===== src/rtl/cpu_cmd_sequencer.sv =====
// Command master for the CPU op/ram/reg interface: accepts host commands, gathers
// OutToRam write data, issues exactly one CPU op per legal command and streams RamToOut results.
module cpu_cmd_sequencer #(
   parameter int          WORDS  = 16,
   parameter int          DATA_W = 32,
   parameter int          ADDR_W = 9,
   parameter logic [2:0]  NOP_OP = 3'b111
) (
   input  logic                      clk,
   input  logic                      rst_n,
   input  logic                      cmd_valid,
   output logic                      cmd_ready,
   input  logic [2:0]                cmd_op,
   input  logic [ADDR_W-1:0]         cmd_addr,
   input  logic [3:0]                cmd_cnt,
   input  logic [1:0]                cmd_sel,
   input  logic                      wr_valid,
   output logic                      wr_ready,
   input  logic [DATA_W-1:0]         wr_data,
   output logic                      rd_valid,
   input  logic                      rd_ready,
   output logic [DATA_W-1:0]         rd_data,
   output logic                      rd_last,
   output logic [2:0]                cpu_op,
   output logic [ADDR_W-1:0]         cpu_ram_addr,
   output logic [3:0]                cpu_ram_cnt,
   output logic [1:0]                cpu_reg_sel,
   output logic [WORDS*DATA_W-1:0]   cpu_ram_input,
   input  logic [WORDS*DATA_W-1:0]   cpu_ram_output,
   output logic                      busy,
   output logic                      done,
   output logic                      cmd_err
);

   localparam logic [2:0] OP_RAM_TO_OUT = 3'b100;
   localparam logic [2:0] OP_OUT_TO_RAM = 3'b101;

   typedef enum logic [2:0] {
      S_IDLE    = 3'd0,
      S_FILL    = 3'd1,
      S_ISSUE   = 3'd2,
      S_CAPTURE = 3'd3,
      S_DRAIN   = 3'd4
   } state_t;

   state_t              state_q, state_d;
   logic [2:0]          op_q;
   logic [ADDR_W-1:0]   addr_q;
   logic [3:0]          cnt_q;
   logic [1:0]          sel_q;
   logic [3:0]          idx_q;
   logic [ADDR_W-1:0]   hold_addr_q;
   logic [3:0]          hold_cnt_q;
   logic [1:0]          hold_sel_q;
   logic [DATA_W-1:0]   data_buf [WORDS];
   logic                done_q;
   logic                err_q;

   // Handshakes: a transfer happens on the rising edge where valid and ready are both high;
   // a valid source holds its payload until that edge.
   logic cmd_accept;
   logic cmd_legal;
   logic wr_fire;
   logic rd_fire;
   logic at_last;

   assign cmd_accept = (state_q == S_IDLE) && cmd_valid;
   assign cmd_legal  = (cmd_op <= OP_OUT_TO_RAM);
   assign at_last    = (idx_q == cnt_q);
   assign wr_fire    = (state_q == S_FILL) && wr_valid;
   assign rd_fire    = (state_q == S_DRAIN) && rd_ready;

   always_comb begin
      state_d       = state_q;
      cmd_ready     = 1'b0;
      wr_ready      = 1'b0;
      rd_valid      = 1'b0;
      rd_last       = 1'b0;
      rd_data       = '0;
      cpu_op        = NOP_OP;
      cpu_ram_addr  = hold_addr_q;
      cpu_ram_cnt   = hold_cnt_q;
      cpu_reg_sel   = hold_sel_q;
      cpu_ram_input = '0;
      busy          = (state_q != S_IDLE);
      case (state_q)
         S_IDLE: begin
            cmd_ready = 1'b1;
            if (cmd_valid && cmd_legal) begin
               state_d = (cmd_op == OP_OUT_TO_RAM) ? S_FILL : S_ISSUE;
            end
         end
         S_FILL: begin
            wr_ready = 1'b1;
            if (wr_valid && at_last) state_d = S_ISSUE;
         end
         S_ISSUE: begin
            cpu_op       = op_q;
            cpu_ram_addr = addr_q;
            cpu_ram_cnt  = cnt_q;
            cpu_reg_sel  = sel_q;
            for (int i = 0; i < WORDS; i++) begin
               cpu_ram_input[i*DATA_W +: DATA_W] = data_buf[i];
            end
            state_d = (op_q == OP_RAM_TO_OUT) ? S_CAPTURE : S_IDLE;
         end
         S_CAPTURE: begin
            state_d = S_DRAIN;
         end
         S_DRAIN: begin
            rd_valid = 1'b1;
            rd_data  = data_buf[idx_q];
            rd_last  = at_last;
            if (rd_ready && at_last) state_d = S_IDLE;
         end
         default: begin
            state_d = S_IDLE;
         end
      endcase
   end

   always_ff @(posedge clk or negedge rst_n) begin
      if (!rst_n) begin
         state_q     <= S_IDLE;
         op_q        <= NOP_OP;
         addr_q      <= '0;
         cnt_q       <= '0;
         sel_q       <= '0;
         idx_q       <= '0;
         hold_addr_q <= '0;
         hold_cnt_q  <= '0;
         hold_sel_q  <= '0;
         done_q      <= 1'b0;
         err_q       <= 1'b0;
      end else begin
         state_q <= state_d;
         done_q  <= ((state_q == S_ISSUE) && (op_q != OP_RAM_TO_OUT)) || (rd_fire && at_last);
         err_q   <= cmd_accept && !cmd_legal;
         if (cmd_accept) begin
            op_q   <= cmd_op;
            addr_q <= cmd_addr;
            cnt_q  <= cmd_cnt;
            sel_q  <= cmd_sel;
            idx_q  <= '0;
         end
         // idx stops at cnt so a 16-word transfer never wraps back to slot 0
         if (wr_fire && !at_last) idx_q <= idx_q + 4'd1;
         if (rd_fire && !at_last) idx_q <= idx_q + 4'd1;
         if (state_q == S_CAPTURE) idx_q <= '0;
         if (state_q == S_ISSUE) begin
            hold_addr_q <= addr_q;
            hold_cnt_q  <= cnt_q;
            hold_sel_q  <= sel_q;
         end
      end
   end

   always_ff @(posedge clk or negedge rst_n) begin
      if (!rst_n) begin
         for (int i = 0; i < WORDS; i++) data_buf[i] <= '0;
      end else if (cmd_accept) begin
         for (int i = 0; i < WORDS; i++) data_buf[i] <= '0;
      end else if (wr_fire) begin
         data_buf[idx_q] <= wr_data;
      end else if (state_q == S_CAPTURE) begin
         for (int i = 0; i < WORDS; i++) data_buf[i] <= cpu_ram_output[i*DATA_W +: DATA_W];
      end
   end

   assign done    = done_q;
   assign cmd_err = err_q;

endmodule


===== config.mk =====
export PLATFORM = sky130hd
export DESIGN_NAME = cpu_cmd_sequencer
export DESIGN_NICKNAME = d
export VERILOG_FILES = /design/src/rtl/cpu_cmd_sequencer.sv
export SDC_FILE = /design/constraint.sdc
export NUM_CORES = 2
export LEC_CHECK = 0
export CAP_MARGIN = 5
export CORE_AREA = 2 2 436 438
export DETAILED_ROUTE_END_ITERATION = 16
export DIE_AREA = 0 0 438 440
export MAX_ROUTING_LAYER = met4
export PLACE_DENSITY = 0.43
export SYNTH_ARGS = -nofsm -noshare
export SYNTH_HDL_FRONTEND = slang
export SYNTH_SLANG_ARGS = --single-unit

===== constraint.sdc =====
create_clock -name clk -period 2.7 [get_ports clk]
set_clock_uncertainty 0.2 [all_clocks]
set_input_delay 0.405 -clock clk [delete_from_list [all_inputs] [get_ports clk]]
set_output_delay 0.405 -clock clk [all_outputs]
set_load 0.01 [all_outputs]

==> impl_metrics.env <==
export IMPL_status="finished, violations left"
export IMPL_violations="negative setup slack"
export IMPL_seq_power_share=0.235
export IMPL_syn_area_sq_um=32420
export IMPL_intPower_mw=41.95
export IMPL_grt_pass1_wl_mm=354.4
export IMPL_yosys_top_cells_count="dfrtp_1 (551), nand2_1 (517), and2_1 (514)"
export IMPL_netSwitchingPower_mw=30.97
export IMPL_setup_viol=987
export IMPL_yosysSeqAreaShare=0.4277
export IMPL_syn_to_final_growth_pct=85.70
export IMPL_fp_coreArea_sq_um=188600
export IMPL_vias_per_cell=4.744
export IMPL_clk_pin_slew_worst_paths_ns=0.06
export IMPL_fin_ws_ns=-0.9136
export IMPL_met3_wirelength_mm=19.78
export IMPL_dieArea_sq_um=192700
export IMPL_fin_tns_setup_ns=-350.45
export IMPL_synthFlopType="dfrtp_1"
export IMPL_tightest_slew_ns=0.9435
export IMPL_p_leak_nw=26.09
export IMPL_start_util=0.1719
export IMPL_required_ns=2.10
export IMPL_route_vias_total=36290
export IMPL_worstPathMaxFanout=6
export IMPL_drt_iter0_markers=3171
export IMPL_post_dp_hpwl_mm=218.3
export IMPL_drt_pre_antenna_iters=6
export IMPL_p_per_area_nw_per_um2=1211
export IMPL_layout_min_cycle_time_ns=3.614
export IMPL_ant_nets=0
export IMPL_rsz0062_at_grt="yes"
export IMPL_cp_arrival_ns=3.01
export IMPL_drc=0
export IMPL_maxSlewViolCount=0
export IMPL_rows=160
export IMPL_yosysMostFrequentCell="dfrtp_1"
export IMPL_fin_nets=5590
export IMPL_grt_ovfl_total=0
export IMPL_cts_root_buf="clkbuf_16"
export IMPL_die_h_microns=440
export IMPL_fin_area_sq_um=60200
export IMPL_io_buffer_count=1135
export IMPL_switching_share=0.4247
export IMPL_wl_per_cell_microns=36.89
export IMPL_finalPower_mw=72.92
export IMPL_io_pins=1136
export IMPL_dpl_cell_area_sq_um=50780
export IMPL_maxCapViolations=0
export IMPL_synth_cells=3349
export IMPL_relSlewSlack=0.3710
export IMPL_antenna_found_initial=101
export IMPL_die_w_microns=438
export IMPL_crit_path_start_kind="register"
export IMPL_hp_class="primary input to register"
export IMPL_ff_latch_area_sq_um=13870
export IMPL_critPathCaptureType="output pin"
export IMPL_critPathKind="register to output pin"
export IMPL_synth_cell_types=49
export IMPL_ys_warnings_count=0
export IMPL_routed_wl_mm=282.1
export IMPL_yosys_area_top_type="dfrtp_1"
export IMPL_timing_fmax_mhz=276.7
export IMPL_ys_seq_elements=554
export IMPL_cts_made_buffers=77
export IMPL_clk_latency_ns=0.69
export IMPL_grt_pass1_vias=35510
export IMPL_fillCellCount=19570
export IMPL_wl_met2_mm=144.6
export IMPL_highest_layer="met4"
export IMPL_max_vdd_ir_drop_uv=521.8
export IMPL_yosys_top_cells_area="dfrtp_1 (43%), a22oi_1 (12%), and2_1 (9.9%), mux4_2 (8.9%), nand2_1 (6.0%)"
export IMPL_final_hold_violation_count=0
export IMPL_grt_use_total=0.2848
export IMPL_place_congestion=0.9436
export IMPL_cts_sinks=554
export IMPL_syn_num_nets=3920
export IMPL_multiInputGateArea_sq_um=18250
export IMPL_postSynthAreaPerCell_sq_um=9.680
export IMPL_share_comb_of_total_power=0.615
export IMPL_synth_edf_count=0
export IMPL_clockBufferDepth=3
export IMPL_m1WireLength_mm=104.7
export IMPL_grt_max_degree=65
export IMPL_htreeDepth=3
export IMPL_drive_gt1_frac=0.4442
export IMPL_p_clk_frac=0.150
export IMPL_cts_tree="done"
export IMPL_synth_top_cell_area_share=0.4253
export IMPL_async_reset_ff_frac=1.000
export IMPL_fin_crit_sh=1.338
[final timing paths]
kind | slack, ns | start | depth (start not counted) | end
setup / recovery | -0.91 | idx_q[0]$_DFFE_PN0P_ | 8 | rd_data[24]
hold / removal | 0.09 | wr_data[8] | 3 | data_buf[392]$_DFFE_PN0P_
setup reg to reg | -0.27 | state_q[0]$_DFFE_PN0P_ | 12 | data_buf[224]$_DFFE_PN0P_
hold reg to reg | 0.30 | hold_addr_q[1]$_DFF_PN0_ | 1 | hold_addr_q[1]$_DFF_PN0_
max in group asynchronous | 0.78 | rst_n | 4 | data_buf[467]$_DFFE_PN0P_
min in group asynchronous | 0.59 | rst_n | 3 | data_buf[499]$_DFFE_PN0P_
[layer usage]
metal  track usage  vias to the layer above
met3       0.05844                      492
li1              -                    15570
met1        0.3148                    18460
met5             -                        -
met4        0.1087                        0
met2        0.5014                     1769
[power by group through the flow]
stage | clock, mW | sequential, mW | combinational (mW)
2_1_floorplan | 0 | 13.6 | 15.7
3_3_place_gp | 0 | 17.2 | 33.3
3_5_place_dp | 0 | 17.1 | 33.6
4_1_cts | 11.1 | 17.1 | 38.4
5_1_grt | 11.5 | 17.3 | 47.2
6_report | 10.9 | 17.1 | 44.9
[sequential cells by signal, indices dropped and copies added (netlist names)]
signal and flops:
hold_cnt_q 4, sel_q 2, idx_q 4, data_buf 512
hold_addr_q 9, op_q 3, hold_sel_q 2, cnt_q 4
state_q 3, done 1, cmd_err 1, addr_q 9
[what timing repair did]
| action | in CTS | in global routing |
|---|---|---|
| hold buffers | 4 | 0 |
| resized for setup | 1014 | 1960 |
| pin swaps | 51 | 139 |
| endpoints found under the setup margin | 686 | 777 |
| endpoints found under the hold margin | 354 | 0 |
| gates cloned | 39 | 29 |
| buffers inserted | 86 | 245 |
[critical path, cell delays in order, from the launching register on]
cell     delay, ns
dfrtp_4       0.51
buf_12        0.17
buf_12        0.14
buf_12        0.12
buf_16        0.14
mux4_2        0.50
a22o_4        0.28
a221o_1       0.28
buf_6         0.15
[area by class of cell]
type,count,area share
well taps,2511,0.05219
diodes,57,0.002369
multi-input cells,2388,0.3031
clock inverters,23,0.004323
inverters,7,0.0004365
repair buffers,1991,0.3677
clock buffers,118,0.03945
flip-flops and latches,554,0.2305
[cell usage in the layout (no fill, tap or decap), types with 8 or more instances in the layout]
cell type / count
a221o_1: 32
a22o_4: 29
a22oi_1: 491
a22oi_2: 21
and2_1: 107
and2_4: 407
and3b_1: 8
buf_12: 214
buf_16: 34
buf_2: 82
buf_4: 480
buf_6: 524
buf_8: 45
clkbuf_1: 15
clkbuf_16: 103
clkbuf_2: 41
clkbuf_8: 23
clkdlybuf4s50_1: 537
clkinv_2: 9
dfrtp_1: 549
diode_2: 57
mux2_2: 20
mux2_4: 13
mux4_2: 128
nand2_1: 517
nor2b_4: 16
o21ai_0: 227
o21ai_1: 286
o221ai_4: 16
[cells by family (layout without fill, tap and decap cells)]
kind of cell,count (synthesis),count (layout),synth area share
xor+xnor,4,4,0.001081
buf+inv,409,2139,0.06893
fa+ha+maj,4,4,0.001544
simple gates,1093,1094,0.1721
compound gates,1120,1121,0.2269
other cells,0,57,0
flops,554,554,0.4277
mux,165,165,0.1016
[through the flow]
step	worst slack, ns	utilization	std cells	hold slack (ns)
3_3_place_gp	-0.5728	0.2693	7098	0.1529
4_1_cts	-0.9867	0.2966	7359	0.03049
5_1_grt	-0.9676	0.3191	7641	0.08776
3_5_place_dp	-0.5595	0.2693	7098	0.1549
2_1_floorplan	0.02941	-	3349	-0.09059
6_report	-0.9136	0.3192	7649	0.09116
No activity file was read; power rests on OpenSTA's default activity.
